`src/rtl/shot_pkg.sv`:
```
// Shared types and constants for the shot scheduler and its slot FSMs.
package shot_pkg;

  localparam int COORD_W = 11;

  typedef enum logic [1:0] {
    SLOT_IDLE   = 2'd0,
    SLOT_ARM    = 2'd1,
    SLOT_ACTIVE = 2'd2
  } slot_state_e;

endpackage

```
`src/rtl/shot_slot_fsm.sv`:
```
// One shot slot: IDLE -> ARM (origin latched) -> ACTIVE (en high) -> IDLE.
// ARM holds en low until a move tick so the shot can load its origin.
module shot_slot_fsm
  import shot_pkg::*;
#(
  parameter int  NUM_REQ   = 8,
  parameter int  MAX_TICKS = 600,
  localparam int ID_W      = (NUM_REQ > 1) ? $clog2(NUM_REQ) : 1,
  localparam int LIFE_W    = $clog2(MAX_TICKS + 1)
) (
  input  logic               s_clk,
  input  logic               rst,
  input  logic               move_tick,
  input  logic               grant,
  input  logic [ID_W-1:0]    grant_id,
  input  logic [COORD_W-1:0] grant_x,
  input  logic [COORD_W-1:0] grant_y,
  input  logic               done,
  output logic               busy,
  output logic               busy_next,
  output logic               en,
  output logic [ID_W-1:0]    owner,
  output logic [COORD_W-1:0] x,
  output logic [COORD_W-1:0] y
);

  slot_state_e       state;
  slot_state_e       state_next;
  logic [LIFE_W-1:0] life_cnt;
  logic              life_out;

  // The tick that brings the counter to MAX_TICKS retires the slot.
  assign life_out = move_tick && (life_cnt == LIFE_W'(MAX_TICKS - 1));

  // State register.
  always_ff @(posedge s_clk) begin
    // NOTE: non-blocking so every register samples pre-edge values, whatever the block order.
    if (rst) state <= SLOT_IDLE;
    else     state <= state_next;
  end

  // Next-state decision.
  always_comb begin
    // NOTE: default assignment first; any path that skips it would infer a latch.
    state_next = state;
    case (state)
      SLOT_IDLE:   if (grant)             state_next = SLOT_ARM;
      SLOT_ARM:    if (move_tick)         state_next = SLOT_ACTIVE;
      SLOT_ACTIVE: if (done || life_out)  state_next = SLOT_IDLE;
      default:                            state_next = SLOT_IDLE;
    endcase
  end

  // Outputs decoded from the current and next state.
  always_comb begin
    en        = (state == SLOT_ACTIVE);
    busy      = (state != SLOT_IDLE);
    busy_next = (state_next != SLOT_IDLE);
  end

  // Owner/origin capture on grant, life counter while in flight.
  always_ff @(posedge s_clk) begin
    if (rst) begin
      owner    <= '0;
      x        <= '0;
      y        <= '0;
      life_cnt <= '0;
    end else begin
      if (grant && state == SLOT_IDLE) begin
        owner <= grant_id;
        x     <= grant_x;
        y     <= grant_y;
      end
      if (state == SLOT_ARM && move_tick)         life_cnt <= '0;
      else if (state == SLOT_ACTIVE && move_tick) life_cnt <= life_cnt + LIFE_W'(1);
    end
  end

endmodule

```
`src/rtl/shot_scheduler.sv`:
```
// Allocates shot slots to fire requesters: round-robin arbiter with a
// one-live-shot-per-requester rule and a post-grant cooldown in move ticks.
module shot_scheduler
  import shot_pkg::*;
#(
  parameter int NUM_SLOTS = 4,
  parameter int NUM_REQ   = 8,
  parameter int COOLDOWN  = 3,
  parameter int MAX_TICKS = 600
) (
  input  logic                         s_clk,
  input  logic                         rst,
  input  logic                         move_tick,
  input  logic [NUM_REQ-1:0]           req,
  input  logic [NUM_REQ*COORD_W-1:0]   req_x,
  input  logic [NUM_REQ*COORD_W-1:0]   req_y,
  input  logic [NUM_SLOTS-1:0]         slot_done,
  output logic [NUM_REQ-1:0]           gnt,
  output logic [NUM_SLOTS-1:0]         slot_en,
  output logic [NUM_SLOTS*COORD_W-1:0] slot_x,
  output logic [NUM_SLOTS*COORD_W-1:0] slot_y,
  output logic [3:0]                   live_cnt
);

  localparam int ID_W   = (NUM_REQ > 1) ? $clog2(NUM_REQ) : 1;
  localparam int SLOT_W = (NUM_SLOTS > 1) ? $clog2(NUM_SLOTS) : 1;
  localparam int CD_W   = (COOLDOWN > 0) ? $clog2(COOLDOWN + 1) : 1;

  logic [ID_W-1:0]    ptr;
  logic [ID_W-1:0]    win_id;
  logic [ID_W:0]      cand_sum;
  logic [ID_W-1:0]    cand;
  logic               win_found;
  logic [CD_W-1:0]    cd_cnt;
  logic [NUM_SLOTS-1:0] slot_busy;
  logic [NUM_SLOTS-1:0] slot_busy_next;
  logic [NUM_SLOTS-1:0] slot_grant;
  logic [ID_W-1:0]    slot_owner [NUM_SLOTS];
  logic [NUM_REQ-1:0] owns;
  logic               free_found;
  logic [SLOT_W-1:0]  free_idx;
  logic               grant_now;
  logic [3:0]         live_next;
  logic [COORD_W-1:0] win_x;
  logic [COORD_W-1:0] win_y;

  // Which requesters hold a live slot, and the lowest-index idle slot.
  always_comb begin
    owns       = '0;
    free_found = 1'b0;
    free_idx   = '0;
    for (int s = NUM_SLOTS - 1; s >= 0; s--) begin
      if (!slot_busy[s]) begin
        free_found = 1'b1;
        free_idx   = SLOT_W'(s);
      end else begin
        owns[slot_owner[s]] = 1'b1;
      end
    end
  end

  // Round-robin search starting at the pointer, skipping requesters with a live shot.
  always_comb begin
    win_found = 1'b0;
    win_id    = ptr;
    cand_sum  = '0;
    cand      = '0;
    for (int k = 0; k < NUM_REQ; k++) begin
      cand_sum = {1'b0, ptr} + (ID_W + 1)'(k);
      if (cand_sum >= (ID_W + 1)'(NUM_REQ)) cand_sum = cand_sum - (ID_W + 1)'(NUM_REQ);
      cand = cand_sum[ID_W-1:0];
      if (!win_found && req[cand] && !owns[cand]) begin
        win_found = 1'b1;
        win_id    = cand;
      end
    end
  end

  assign grant_now = free_found && (cd_cnt == '0) && win_found;
  assign win_x     = req_x[win_id*COORD_W +: COORD_W];
  assign win_y     = req_y[win_id*COORD_W +: COORD_W];

  // Steer the grant to the chosen slot and count slots busy after this edge.
  always_comb begin
    slot_grant = '0;
    if (grant_now) slot_grant[free_idx] = 1'b1;
    live_next = '0;
    for (int s = 0; s < NUM_SLOTS; s++) live_next = live_next + 4'(slot_busy_next[s]);
  end

  // Arbiter state: grant pulse, pointer, cooldown and live count.
  always_ff @(posedge s_clk) begin
    if (rst) begin
      gnt      <= '0;
      ptr      <= '0;
      cd_cnt   <= '0;
      live_cnt <= '0;
    end else begin
      gnt      <= '0;
      live_cnt <= live_next;
      if (grant_now) begin
        gnt[win_id] <= 1'b1;
        ptr         <= (win_id == ID_W'(NUM_REQ - 1)) ? '0 : win_id + ID_W'(1);
        cd_cnt      <= CD_W'(COOLDOWN);
      end else if (move_tick && cd_cnt != '0) begin
        cd_cnt <= cd_cnt - CD_W'(1);
      end
    end
  end

  for (genvar s = 0; s < NUM_SLOTS; s++) begin : g_slot
    shot_slot_fsm #(
      .NUM_REQ   (NUM_REQ),
      .MAX_TICKS (MAX_TICKS)
    ) u_slot (
      .s_clk     (s_clk),
      .rst       (rst),
      .move_tick (move_tick),
      .grant     (slot_grant[s]),
      .grant_id  (win_id),
      .grant_x   (win_x),
      .grant_y   (win_y),
      .done      (slot_done[s]),
      .busy      (slot_busy[s]),
      .busy_next (slot_busy_next[s]),
      .en        (slot_en[s]),
      .owner     (slot_owner[s]),
      .x         (slot_x[s*COORD_W +: COORD_W]),
      .y         (slot_y[s*COORD_W +: COORD_W])
    );
  end

endmodule

```
`config.mk`:
```
export PLATFORM = sky130hd
export DESIGN_NAME = shot_scheduler
export DESIGN_NICKNAME = d
export VERILOG_FILES = /design/src/rtl/shot_pkg.sv /design/src/rtl/shot_slot_fsm.sv /design/src/rtl/shot_scheduler.sv
export SDC_FILE = /design/constraint.sdc
export NUM_CORES = 1
export LEC_CHECK = 0
export ABC_CLOCK_PERIOD_IN_PS = 6550
export CORE_ASPECT_RATIO = 0.8
export CORE_MARGIN = 2
export CORE_UTILIZATION = 35
export CTS_CLUSTER_SIZE = 20
export DETAILED_ROUTE_END_ITERATION = 7
export HOLD_SLACK_MARGIN = 0.08
export PLACE_DENSITY = 0.62
export SLEW_MARGIN = 20
export SYNTH_ARGS = -nofsm -noshare
export SYNTH_HDL_FRONTEND = slang
export SYNTH_SLANG_ARGS = --single-unit
```
`constraint.sdc`:
```
create_clock -name s_clk -period 6.55 [get_ports s_clk]
set_clock_uncertainty 0.05 [all_clocks]
set_input_delay 1.31 -clock s_clk [delete_from_list [all_inputs] [get_ports s_clk]]
set_output_delay 1.31 -clock s_clk [all_outputs]
set_load 0.05 [all_outputs]
```
* After elaboration in Yosys (flattened, before gate mapping)
Cells that the tools add are included.
Storage, ports and cells: bits in registers 165, output and inout bits 104, logic and storage cells 275, bits of input ports 191
Cells by class: multipliers 1, reduce and logical (&&, ||, !) cells 79, bitwise gates (word level) 4, equal/unequal tests 13, add/subtract/negate cells 24, muxes and demuxes 100, shifts and indexed selects 2, magnitude comparators 28
Operators with widths (number):
- indexed part select 88 x 8 -> 11 bit | 2
- < comparator 3 x 4 -> 1 bit (second input constant) | 13
- 2-to-1 mux 3 bit | 17
- binary-select mux 1 bit (select 3 bit) | 16
- adder 10 x 1 -> 10 bit (second input constant) | 4
- == test 10 bit (second input constant) | 4
- logical AND 1 bit | 40
- 2-to-1 mux 2 bit | 18
- 2-to-1 mux 1 bit | 34
- 2-to-1 mux 8 bit | 4
- >= comparator 4 bit (second input constant) | 7
- bitwise OR 8 bit | 3
- one-hot mux 2 bit (3 select lines) | 4
- subtractor 3 x 1 -> 3 bit (second input constant) | 8
- nonzero test 2 bit | 10
- adder 3 x 3 -> 4 bit (second input constant) | 4
- demux 1 bit (select 3 bit) | 5
- >= comparator 3 x 1 -> 1 bit (second input constant) | 5
- logical NOT 1 bit | 15
- logical NOT 2 bit | 5
- OR reduction 2 bit | 5
- adder 3 x 2 -> 4 bit (second input constant) | 2
- == test 2 x 1 -> 1 bit (second input constant) | 4
- == test 2 bit (second input constant) | 4
- 15 further kinds | 18

* Longest topological paths before layout
word-level depth 52, gate-level depth with buffers 21, mapped depth without buffers 18

* Hierarchy
A second synthesis with hierarchy kept.
Unflattened totals: cells, all modules 1153, area, all modules 9823.2 um2
Modules (own cells, without submodules):
- shot_slot_fsm at g_slot[0].u_slot ... | instances 3, area each 1501.4 um2, cells an instance 178, seq. area each 740.7 um2
- shot_scheduler | instances 1, area each 3791.1 um2, cells an instance 436, seq. area each 320.3 um2
- shot_slot_fsm at g_slot[3].u_slot | instances 1, area each 1527.7 um2, cells an instance 183, seq. area each 740.7 um2

* Worst setup path after synthesis
Ideal clock, no wire load.
path type in2reg, from in req[2], to reg live_cnt[1], library setup time 0.127 ns, stages 15, arrival time 5.038 ns, buffers on the path 1, setup slack 1.334 ns, required time 6.373 ns, cell sequence nor4b_2 > mux2_2 > mux4_2 > nor4b_1 > nand2_1 > o31a_1 > and2_1 > clkbuf_1 > mux2_2 > nand2b_1 > nand2_1 > fa_1 > ha_1 > ha_1 > nor2b_1
Between the ends: word-level cells in the longest chain between the ends 40, elaborated cells between the ends (all ways) 63, classes of those cells add/sub: 3; mux: 33; reduce/logical: 27
RTL lines:
- from (decl) | line shot_scheduler.sv:14 | input logic [NUM_REQ-1:0] req,
- binary-select mux 1 bit (select 3 bit) | line shot_scheduler.sv:72 | if (!win_found && req[cand] && !owns[cand]) begin
- 2-to-1 mux 1 bit (not written as such) | line shot_scheduler.sv:72
- logical AND 1 bit | line shot_scheduler.sv:72
- 2-to-1 mux 1 bit | line shot_scheduler.sv:72
- logical NOT 1 bit | line shot_scheduler.sv:72
- logical AND 1 bit (2 in series) | line shot_scheduler.sv:72
- 2-to-1 mux 1 bit | line shot_scheduler.sv:72
- logical NOT 1 bit | line shot_scheduler.sv:72
- (+24 left out)
- 2-to-1 mux 4 bit (*) | line shot_scheduler.sv:86 | if (grant_now) slot_grant[free_idx] = 1'b1;
- 2-to-1 mux 2 bit | line shot_slot_fsm.sv:47 | SLOT_IDLE: if (grant) state_next = SLOT_ARM;
- one-hot mux 2 bit (3 select lines) | line shot_slot_fsm.sv:46 | case (state)
- nonzero test 2 bit | line shot_slot_fsm.sv:58 | busy_next = (state_next != SLOT_IDLE);
- adder 1 x 1 -> 2 bit | line shot_scheduler.sv:88 | for (int s = 0; s < NUM_SLOTS; s++) live_next = live_next + 4'(slot_busy_next[s]);
- adder 2 x 1 -> 3 bit | line shot_scheduler.sv:88
- adder 3 x 1 -> 4 bit (*) | line shot_scheduler.sv:88
- named net live_next[1] | line shot_scheduler.sv:43 | logic [3:0] live_next;
- to (signal assigned) | line shot_scheduler.sv:100 | live_cnt <= live_next;
- to (decl) | line shot_scheduler.sv:22 | output logic [3:0] live_cnt
The timed path passes the listed nets; every way through them passes the cells marked *. The select of a mux whose other input is x is not followed. A chain may end at the register's enable or synchronous reset.

* Worst setup path after layout
from in req[3], to reg live_cnt[1]
Same word-level chain as after synthesis.

==> flow_metrics.tcl <==
set metrics [dict create \
    cts_tree "yes" \
    ys_seq_area_frac 0.346 \
    synth_area_mm2 0.00949 \
    crit_path_end_kind "flop" \
    via_count 9930 \
    final_cell_mix "292 x clkdlybuf4s50_1, 184 x nor2_1, 164 x dfxtp_1" \
    min_period_over_period 0.865 \
    layout_commonest_cell "clkdlybuf4s50_1" \
    tightest_slew_ns 0.989 \
    routedWlPerCell_um 20.2 \
    drv_cap 0 \
    cts_max_level 4 \
    fp.dieH_um 151 \
    wl_met1_um 16900 \
    cpPeakStageDelay_ns 0.71 \
    ctsHoldBuffers 0 \
    cts_resized 0 \
    finalNetCount 1600 \
    grt_max_degree 79 \
    ys_seq_elements 164 \
    top_layer "met4" \
    cts_setup_buffers 0 \
    leakagePower_nw 4.60 \
    syn_to_final_growth_pct 40.0 \
    startpoint_type "primary input" \
    vias_per_cell 5.61 \
    required_ns 6.79 \
    first_pass_iters 5 \
    ant_nets 0 \
    grt_pass1_wl_um 53900 \
    num_rows 53 \
    period_needed_ns 5.66 \
    clkLatencyLatePin_ns 0.43 \
    setup-violations-final 0 \
    synth-edff-count 0 \
    fillers 2521 \
    ys_warn_count 0 \
    path_max_fanout 10 \
    hold_viol 0 \
    dp_hpwl_um 27000 \
    rsz0062_at_grt "no" \
    io-pin-count 295 \
    root_buffer "clkbuf_16" \
    cts-buffers-inserted 17 \
    fmax_ghz 0.177 \
    drive_above_1_share 0.0829 \
    route.met3.wl_um 2360 \
    critPathSlowestCell "a2111oi_0" \
    die_width_um 188 \
    holdWs_ns 0.427 \
    worstSetupPathType "in -> reg" \
    status "complete, no violations" \
    syn_inst 1151 \
    synthFlopType "dfxtp_1" \
    ys_async_sr_fraction 0 \
    path_cells "clkdlybuf4s50_1 -> o21ai_0 -> nor3_1 -> a2111oi_0 -> nor4_2 -> buf_4 -> nor4b_1 -> nand2_1 -> o31a_1 -> and2_1 -> mux2_2 -> nand2b_1 -> nand2_1 -> fa_1 -> ha_1 -> ha_1 -> nor2b_1" \
    path_buf_inv 2 \
    core_mm2 0.0265 \
    relSlewSlack 0.339 \
    place_congestion 0.911 \
    power.density_mw_per_mm2 555 \
    syn_avg_cell_area_um2 8.25 \
    drv_slew 0 \
    clock_path_buffers 2 \
    grt_remaining_overflow 0 \
    wl_um 35700 \
    min_path_type "reg -> reg" \
    clk_pin_slew_ns 0.07 \
    ir_drop_uv 323 \
    grt_pass1_vias 9309 \
    drc 0 \
    crit_family "simple AND/OR/NAND/NOR gates" \
    track_usage 0.242 \
    ys_types 77 \
    antenna_found_initial 1 \
    initial_utilization 0.359 \
    tns_ns 0 \
    first_iter_violations 680 \
    clkSinkCount 164 \
    dieArea_mm2 0.0285 \
    io_buffer_count 293 \
    routed-wl-met2_um 15900 \
    syn_nets 1353 \
    worst-endpoint-arrival_ns 5.90 \
]
## layer usage
layer | GRT usage | vias up
li1 | - | 4802
met1 | 0.342 | 4722
met2 | 0.378 | 377
met3 | 0.0498 | 29
met4 | 0.0551 | 0
met5 | 0 | -
## path summary, 6_finish.rpt
check | startpoint | end | slack (ns) | cells past startpoint
max | req[3] | live_cnt[1] | 0.89 | 17
min | g_slot[1].u_slot.life_cnt[1] | g_slot[1].u_slot.life_cnt[1] | 0.43 | 2
max reg2reg | g_slot[2].u_slot.state[1] | live_cnt[1] | 1.13 | 16
min reg2reg | g_slot[1].u_slot.life_cnt[1] | g_slot[1].u_slot.life_cnt[1] | 0.43 | 2
## final cells by class
cell class	instances	area (um2)	share of cell area
Timing Repair Buffer	324	3190	0.240
Clock buffer	17	425	0.0320
Multi-Input combinational cell	874	5700	0.429
Antenna cell	1	2.50	0.000188
Tap cell	357	447	0.0336
Clock inverter	15	180	0.0136
Inverter	17	68.8	0.00518
Sequential cell	164	3280	0.247
## through the flow
stage | std cells | area (um2) | power (mW) | utilization | worst slack [ns]
3_3_place_gp | 1736 | 12700 | 6.30 | 0.480 | 0.571
4_1_cts | 1768 | 13300 | 7.36 | 0.502 | 0.963
6_report | 1769 | 13300 | 7.38 | 0.502 | 0.887
3_5_place_dp | 1736 | 12700 | 6.31 | 0.480 | 0.520
2_1_floorplan | 1151 | 9490 | 4.69 | - | 1.33
5_1_grt | 1768 | 13300 | 7.82 | 0.502 | 0.662
## where the power goes
part / leakage, nW / internal, mW / total [mW] / switching, mW
clock: 0.292 / 0.550 / 1.03 / 0.482
combinational: 2.98 / 1.69 / 5.08 / 3.39
sequential: 1.33 / 1.16 / 1.27 / 0.108
total: 4.60 / 3.40 / 7.38 / 3.98
## synth_stat cells (5+ instances only)
master     instances  share of area
a22oi_1           25          0.020
nand2b_1          13         0.0086
nor3_1            38          0.020
o21ai_1            5         0.0026
nor4_1            14         0.0092
a31oi_1           11         0.0072
buf_4              9         0.0071
a21oi_1           17         0.0090
and3_1            19          0.013
xnor2_1           10         0.0092
and2_0             5         0.0033
a2111oi_0          5         0.0046
a211oi_2           7         0.0092
nand3_1           87          0.046
mux2_2             8         0.0095
nand2_1           61          0.024
buf_2             12         0.0063
o21bai_1           6         0.0047
or2_2              6         0.0040
mux4_2            11          0.026
a211oi_1          69          0.055
a21o_1            12         0.0095
nand4_1           38          0.025
a221o_1           26          0.027
o22ai_1            8         0.0053
and2_1            21          0.014
clkbuf_1          66          0.026
a32o_1             7         0.0074
xor2_1            32          0.030
inv_1             13         0.0051
buf_6              6         0.0071
a311oi_1          29          0.027
ha_1              10          0.013
dfxtp_1          164           0.35
mux2i_1           20          0.021
o21ai_0           20          0.011
nor2_1           184          0.073
## kinds of logic after synthesis
group                    synth area share
other                            0.000395
AO/OA/AOI/OAI                       0.223
AND/OR/NAND/NOR                     0.265
XOR/XNOR                           0.0387
buffers and inverters              0.0551
flip-flops                          0.346
multiplexers                       0.0567
adder cells (fa/ha/maj)            0.0153
## state kept, by name, summed over array words and instances (netlist names)
name,cells
cd_cnt,2
g_slot.u_slot.life_cnt,40
g_slot.u_slot.owner,12
g_slot.u_slot.state,8
g_slot.u_slot.x,44
g_slot.u_slot.y,44
gnt,8
live_cnt,3
ptr,3
## worst reg2reg max path: cells and delay by family, from the launching register on
kind,cells,cell delay (ns)
and+or+nand+nor,7,1.50
AOI/OAI and AO/OA,3,1.21
muxes,3,1.18
adders and majority gates,3,0.96
DFF,1,0.40
No activity file was read; power rests on OpenSTA's default activity.
